## src/rtl/sobel_stream_if.sv

```systemverilog
// ============================================================================
//  Module      : sobel_stream_if
//  Description : Stream bundle for sobel_stream: pixel input channel and
//                gradient-magnitude output channel, both valid/ready.
//  Revision    : 1.0 - initial release
// ============================================================================
`default_nettype none

interface sobel_stream_if #(
    parameter int PIX_W = 8
) ();
    // Pixel input channel
    logic               in_valid;
    logic               in_ready;
    logic [PIX_W-1:0]   in_data;
    // Magnitude output channel (PIX_W+3 bits wide)
    logic               out_valid;
    logic               out_ready;
    logic [PIX_W+2:0]   out_data;
    logic               out_last;

    // Pixel source / result sink side
    modport master (
        output in_valid, in_data, out_ready,
        input  in_ready, out_valid, out_data, out_last
    );

    // Edge detector side
    modport slave (
        input  in_valid, in_data, out_ready,
        output in_ready, out_valid, out_data, out_last
    );
endinterface

`default_nettype wire

```

## src/rtl/sobel_stream.sv

```systemverilog
// ============================================================================
//  Module      : sobel_stream
//  Description : Streaming 3x3 Sobel edge detector. Raster-order pixels in,
//                |Gx| (+ |Gy|) magnitudes out for fully covered windows only.
//                Two line buffers hold the previous two rows; 3-stage
//                pipeline (window / gradients / magnitude) under one global
//                enable driven by output backpressure.
//                Optional feature macro: SOBEL_GY_EN (adds the Gy kernel).
//  Revision    : 1.0 - initial release
// ============================================================================
`default_nettype none

module sobel_stream #(
    parameter int PIX_W = 8,
    parameter int IMG_W = 8,
    parameter int IMG_H = 7
) (
    input  wire logic       clk,
    input  wire logic       rst,
    sobel_stream_if.slave   bus
);
    localparam int OUT_W = PIX_W + 3;
    localparam int CW    = (IMG_W > 1) ? $clog2(IMG_W) : 1;
    localparam int RW    = (IMG_H > 1) ? $clog2(IMG_H) : 1;

    localparam logic [CW-1:0] C_COL_LAST = CW'(IMG_W - 1);
    localparam logic [RW-1:0] C_ROW_LAST = RW'(IMG_H - 1);
    localparam logic [CW-1:0] C_COL_TWO  = CW'(2);
    localparam logic [RW-1:0] C_ROW_TWO  = RW'(2);

    localparam logic [0:0] S_FILL = 1'b0;
    localparam logic [0:0] S_RUN  = 1'b1;

    // Pipeline control
    logic                    en;
    logic                    accept;

    // Frame position
    logic [CW-1:0]           col_q, col_d;
    logic [RW-1:0]           row_q, row_d;
    logic [0:0]              state_q, state_d;
    logic                    run;
    logic                    frame_end;

    // Line buffers and window
    logic [PIX_W-1:0]        lb1_q [IMG_W];
    logic [PIX_W-1:0]        lb2_q [IMG_W];
    logic [PIX_W-1:0]        win_q [3][3];

    // Stage registers
    logic                    v1_q, last1_q;
    logic                    v2_q, last2_q;
    logic signed [OUT_W-1:0] gx_q, gx;
`ifdef SOBEL_GY_EN
    logic signed [OUT_W-1:0] gy_q, gy;
`endif
    logic [OUT_W-1:0]        mag;
    logic                    out_valid_q, out_last_q;
    logic [OUT_W-1:0]        out_data_q;

    function automatic logic signed [OUT_W-1:0] ext(input logic [PIX_W-1:0] p);
        return $signed({3'b000, p});
    endfunction

    function automatic logic [OUT_W-1:0] abs_of(input logic signed [OUT_W-1:0] v);
        return v[OUT_W-1] ? OUT_W'(-v) : OUT_W'(v);
    endfunction

    // Whole pipeline advances whenever the output register can move
    always_comb begin
        en     = !out_valid_q || bus.out_ready;
        accept = bus.in_valid && en;
    end

    // Raster counters: advance on accept, wrap at frame end
    always_comb begin
        col_d = col_q;
        row_d = row_q;
        if (accept) begin
            if (col_q == C_COL_LAST) begin
                col_d = '0;
                row_d = (row_q == C_ROW_LAST) ? '0 : row_q + 1'b1;
            end else begin
                col_d = col_q + 1'b1;
            end
        end
    end

    // Counter registers
    always_ff @(posedge clk) begin
        if (rst) begin
            col_q <= '0;
            row_q <= '0;
        end else begin
            col_q <= col_d;
            row_q <= row_d;
        end
    end

    // FSM state register: FILL/RUN tracks the position of the next pixel
    always_ff @(posedge clk) begin
        if (rst) state_q <= S_FILL;
        else     state_q <= state_d;
    end

    // FSM next state: RUN once the window at the next position is fully covered
    always_comb begin
        state_d = S_FILL;
        if (row_d >= C_ROW_TWO && col_d >= C_COL_TWO) state_d = S_RUN;
    end

    // FSM outputs: emit flag and frame-final flag for the pixel being accepted
    always_comb begin
        run       = (state_q == S_RUN);
        frame_end = run && (row_q == C_ROW_LAST) && (col_q == C_COL_LAST);
    end

    // Line buffers: lb1 holds row r-1, lb2 holds row r-2 (contents need no reset)
    always_ff @(posedge clk) begin
        if (accept) begin
            lb2_q[col_q] <= lb1_q[col_q];
            lb1_q[col_q] <= bus.in_data;
        end
    end

    // Window: shift left one column per accept, new column enters at j=2
    always_ff @(posedge clk) begin
        if (accept) begin
            for (int i = 0; i < 3; i++) begin
                win_q[i][0] <= win_q[i][1];
                win_q[i][1] <= win_q[i][2];
            end
            win_q[0][2] <= lb2_q[col_q];
            win_q[1][2] <= lb1_q[col_q];
            win_q[2][2] <= bus.in_data;
        end
    end

    // S1 valid: a complete window was formed by this accept
    always_ff @(posedge clk) begin
        if (rst) begin
            v1_q    <= 1'b0;
            last1_q <= 1'b0;
        end else if (en) begin
            v1_q    <= accept && run;
            last1_q <= accept && frame_end;
        end
    end

    // Sobel kernels on the current window
    always_comb begin
        gx = (ext(win_q[0][0]) + (ext(win_q[1][0]) <<< 1) + ext(win_q[2][0]))
           - (ext(win_q[0][2]) + (ext(win_q[1][2]) <<< 1) + ext(win_q[2][2]));
`ifdef SOBEL_GY_EN
        gy = (ext(win_q[2][0]) + (ext(win_q[2][1]) <<< 1) + ext(win_q[2][2]))
           - (ext(win_q[0][0]) + (ext(win_q[0][1]) <<< 1) + ext(win_q[0][2]));
`endif
    end

    // S2: register gradients
    always_ff @(posedge clk) begin
        if (rst) begin
            v2_q    <= 1'b0;
            last2_q <= 1'b0;
            gx_q    <= '0;
`ifdef SOBEL_GY_EN
            gy_q    <= '0;
`endif
        end else if (en) begin
            v2_q    <= v1_q;
            last2_q <= last1_q;
            gx_q    <= gx;
`ifdef SOBEL_GY_EN
            gy_q    <= gy;
`endif
        end
    end

    // Magnitude: L1 norm of the registered gradients, fits OUT_W without saturation
    always_comb begin
`ifdef SOBEL_GY_EN
        mag = abs_of(gx_q) + abs_of(gy_q);
`else
        mag = abs_of(gx_q);
`endif
    end

    // S3: output register, held stable while the sink stalls
    always_ff @(posedge clk) begin
        if (rst) begin
            out_valid_q <= 1'b0;
            out_last_q  <= 1'b0;
            out_data_q  <= '0;
        end else if (en) begin
            out_valid_q <= v2_q;
            out_last_q  <= last2_q;
            out_data_q  <= mag;
        end
    end

    // Drive the stream bundle
    always_comb begin
        bus.in_ready  = en;
        bus.out_valid = out_valid_q;
        bus.out_data  = out_data_q;
        bus.out_last  = out_last_q;
    end

endmodule

`default_nettype wire

```

## src/flat_wrapper.sv

```systemverilog
// flat-port wrapper written by rule: the top's interface ports become plain ports
module sobel_stream_flat 
#(
    parameter int PIX_W = 8,
    parameter int IMG_W = 8,
    parameter int IMG_H = 7
)
  (clk, rst, bus_in_valid, bus_in_data, bus_out_ready, bus_in_ready, bus_out_valid, bus_out_data, bus_out_last);
  sobel_stream_if #(.PIX_W(PIX_W)) bus_i ();
  input  wire logic clk;
  input  wire logic rst;
  input wire logic [$bits(bus_i.in_valid)-1:0] bus_in_valid;
  input wire logic [$bits(bus_i.in_data)-1:0] bus_in_data;
  input wire logic [$bits(bus_i.out_ready)-1:0] bus_out_ready;
  output wire logic [$bits(bus_i.in_ready)-1:0] bus_in_ready;
  output wire logic [$bits(bus_i.out_valid)-1:0] bus_out_valid;
  output wire logic [$bits(bus_i.out_data)-1:0] bus_out_data;
  output wire logic [$bits(bus_i.out_last)-1:0] bus_out_last;
  assign bus_i.in_valid = bus_in_valid;
  assign bus_i.in_data = bus_in_data;
  assign bus_i.out_ready = bus_out_ready;
  assign bus_in_ready = bus_i.in_ready;
  assign bus_out_valid = bus_i.out_valid;
  assign bus_out_data = bus_i.out_data;
  assign bus_out_last = bus_i.out_last;
  sobel_stream #(.PIX_W(PIX_W), .IMG_W(IMG_W), .IMG_H(IMG_H)) u_core (.clk(clk), .rst(rst), .bus(bus_i));
endmodule
```

## config.mk

```make
export PLATFORM = sky130hd
export DESIGN_NAME = sobel_stream_flat
export DESIGN_NICKNAME = d
export VERILOG_FILES = /design/src/rtl/sobel_stream_if.sv /design/src/rtl/sobel_stream.sv /design/src/flat_wrapper.sv
export SDC_FILE = /design/constraint.sdc
export NUM_CORES = 1
export LEC_CHECK = 0
export CAP_MARGIN = 20
export CORE_MARGIN = 3
export CORE_UTILIZATION = 40
export CTS_BUF_LIST = sky130_fd_sc_hd__clkbuf_4
export DETAILED_ROUTE_END_ITERATION = 6
export GPL_TIMING_DRIVEN = 0
export MAX_ROUTING_LAYER = met4
export PLACE_DENSITY = 0.66
export SKIP_CTS_REPAIR_TIMING = 1
export SLEW_MARGIN = 10
export SYNTH_ARGS = -nofsm -noshare
export SYNTH_HDL_FRONTEND = slang
export SYNTH_SLANG_ARGS = --single-unit
```

## constraint.sdc

```tcl
create_clock -name clk -period 13 [get_ports clk]
set_clock_uncertainty 0.2 [all_clocks]
set_input_delay 1.95 -clock clk [delete_from_list [all_inputs] [get_ports clk]]
set_output_delay 1.95 -clock clk [all_outputs]
set_load 0.02 [all_outputs]
```

==> out/qor.csv <==
stage;metric;value;unit
synth;largest area contributor in the netlist;edfxtp_1;
timing;RSZ-0062 raised after global routing;false;
power_and_ir_drop;Pleak;4.17;nW
synth;Post-synth EDFFs;200;
grt;GRT busiest layer;met2;
die;Starting Density;0.409;
cts;Num Clock Sinks;235;
cts;H-tree levels;2;
power_and_ir_drop;Power Total;2.08;mW
synth;largest cells by area after synthesis;edfxtp_1 (60%), dfxtp_1 (7.0%), ha_1 (3.9%);
die;Placeable Area;24500;um2
cts;cts bufs inserted;60;
placed_design;worst slack at placement;6580;ps
cts;CTS tree;built;
synth;Synth Instances;685;
job;max-cap check violation count;0;
layout;most common cell after layout, fill and taps aside;edfxtp_1;
critical_path;CP max FO;10;
synth;syn_area_per_cell;14.6;um2
power_and_ir_drop;Max VDD drop;0.0949;mV
placed_design;dpl hpwl;13.9;mm
layout;multi-input logic area;3040;um2
layout;Nets;847;
status;run status;finished clean;
die;Die Ht;164;um
timing;Max-slew headroom;0.297;
synth;count of state elements after synthesis;235;
placed_design;Cell Area, Placed;10900;um2
placed_design;Port Buffers;25;
route;DRC;0;
timing;setup TNS;0;ps
route;WL per Instance;17.9;um
timing;worst-margin pin slew;1050;ps
grt;met2 usage;0.263;
route;routed wire length;20.6;mm
placed_design;gpl congestion;0.799;
route;via count;5991;
cts;Longest Clk Path Bufs;3;
route;via density per instance;5.19;
synth;asr flop ratio synth;0;
placed_design;Cells after DPL;1048;
synth;Synth Net Count;746;
grt;first-pass GRT wire length;32.8;mm
critical_path;WS Path Type;input port to output pin;
route;ANT nets after route;0;
synth;yosys warns;0;
timing;Final Max Tran Viols;0;
layout;most frequent cells in the layout;edfxtp_1 (200), clkbuf_4 (89), inv_1 (46);
layout;Final Instance Area;11600;um2
hold_path;worst min path class;flop to flop;
critical_path;crit path launch type;input port;
critical_path;Worst EP required;10850;ps
cts;root buffer cell;clkbuf_4;
synth;unique cell type count in the Yosys netlist;61;
timing;setup ws final;6600;ps
grt;initial antenna violation count;1;
cts;Skew-Pair Late Insertion Delay;700;ps
die;num ports;26;
timing;fin crit period;6400;ps
route;initial drt markers;545;
layout;number of fill cells;2140;
layout;Core Util, Final;0.474;
power_and_ir_drop;Psw;0.636;mW
grt;met3 Usage GRT;0.0381;
grt;met1 Use GR;0.205;
timing;Fin. Hold Viols;0;
timing;Hold WS;213;ps
layout;Finished Layout Cells;1154;
grt;largest net degree at the start of global routing;50;
grt;All-Layer GR Usage;0.164;
timing;crit share post-route;0.492;
critical_path;CP arrival;4250;ps
grt;grt ovf;0;
synth;top-area cell type share of the netlist area;0.601;
power_and_ir_drop;Sw Share;0.306;
timing;Fmax;0.156;GHz
synth;Post-Syn Area;10000;um2
die;die width;164;um
die;Rows;57;
route;DR pass1 iterations;5;
power_and_ir_drop;Pint;1.45;mW
die;full die area;26900;um2
synth;Top FF cell, synth;edfxtp_1;
cts;Reg clk slew, reported paths;60;ps
layout;P&R area growth vs syn;16.1;%
power_and_ir_drop;P per Cell Area;179;nW/um2
critical_path;crit end category;output pin;
layout;register area;6710;um2
grt;vias in the first global route;6098;
layout;share of post-route cells with drive strength above 1;0.181;
power_and_ir_drop;Seq pwr share;0.442;
synth;sequential share of the synthesized area;0.671;
power_and_ir_drop;Clock Power Share;0.291;
power_and_ir_drop;combinational share of power;0.267;
timing;setup violators final;0;
[registers in the layout (all words and copies together), names as in the netlist, named ones only]
signal	cells
u_core.bus.out_valid	1
u_core.col_q	2
u_core.last2_q	1
u_core.lb1_q	64
u_core.win_q	72
u_core.v1_q	1
u_core.lb2_q	64
u_core.v2_q	1
u_core.bus.out_data	11
u_core.gx_q	11
u_core.row_q	2
u_core.run	1
u_core.last1_q	1
u_core.bus.out_last	1
[cells by family after synthesis]
family | count (synthesis) | synth area share
simple gates | 130 | 0.0608
fa+ha+maj | 49 | 0.0748
compound gates | 145 | 0.102
buf+inv | 74 | 0.0287
mux | 30 | 0.0438
flops | 235 | 0.671
xor+xnor | 22 | 0.0193
[critical path, cell delays in order]
cell	delay, ps
clkdlybuf4s50_1	450
nor2b_1	40
buf_2	170
inv_1	170
clkbuf_1	380
clkbuf_1	390
clkdlybuf4s50_1	680
[final cells by class]
| class | count | area share |
|---|---|---|
| well taps | 324 | 0.0349 |
| flip-flops and latches | 235 | 0.578 |
| inverters | 51 | 0.0167 |
| repair buffers | 39 | 0.0363 |
| clock buffers | 89 | 0.0576 |
| diodes | 1 | 0.000216 |
| clock inverters | 16 | 0.00636 |
| plain buffers | 23 | 0.00819 |
| multi-input cells | 376 | 0.262 |
[path summary, 6_finish.rpt]
path / startpoint / end / slack, ps / cells past startpoint
max reg2reg: u_core.win_q[0][1] / u_core.gx_q[9] / 8600 / 17
min: u_core.win_q[0][62] / u_core.win_q[0][70] / 210 / 0
max: bus_out_ready / bus_in_ready / 6600 / 7
min reg2reg: u_core.win_q[0][62] / u_core.win_q[0][70] / 210 / 0
[synth_stat cells (3+ instances only)]
| cell type | n |
|---|---|
| mux2_2 | 10 |
| o21ai_0 | 27 |
| nor2_1 | 44 |
| o31ai_1 | 5 |
| mux2i_1 | 10 |
| buf_2 | 7 |
| a21boi_0 | 3 |
| nand2_1 | 35 |
| xnor2_1 | 11 |
| edfxtp_1 | 200 |
| ha_1 | 31 |
| o21a_1 | 4 |
| nor4b_1 | 3 |
| nand4_1 | 3 |
| a221oi_1 | 18 |
| nor2b_1 | 8 |
| a21o_1 | 4 |
| o22ai_1 | 4 |
| clkbuf_1 | 13 |
| o21bai_1 | 3 |
| buf_1 | 3 |
| a221o_1 | 4 |
| fa_1 | 18 |
| a211oi_1 | 14 |
| inv_1 | 47 |
| xor2_1 | 11 |
| nand3_1 | 11 |
| a21oi_1 | 30 |
| a211o_1 | 4 |
| mux4_2 | 10 |
| a22oi_1 | 5 |
| dfxtp_1 | 35 |
| clkinv_1 | 3 |
| nor3_1 | 14 |
[power groups by stage]
stage	combinational, mW	clock, mW	sequential, mW
after floorplan	0.404	0	0.944
after global placement	0.547	0	0.936
after detailed placement	0.558	0	0.938
after CTS	0.561	0.626	0.921
after global routing	0.634	0.671	0.928
final	0.556	0.606	0.920
[layer usage]
layer,vias to the layer above,share of wire
li1,2846,-
met1,2920,0.44
met2,179,0.48
met3,46,0.057
met4,0,0.022
met5,-,0
(Power assumes the default switching activity.)
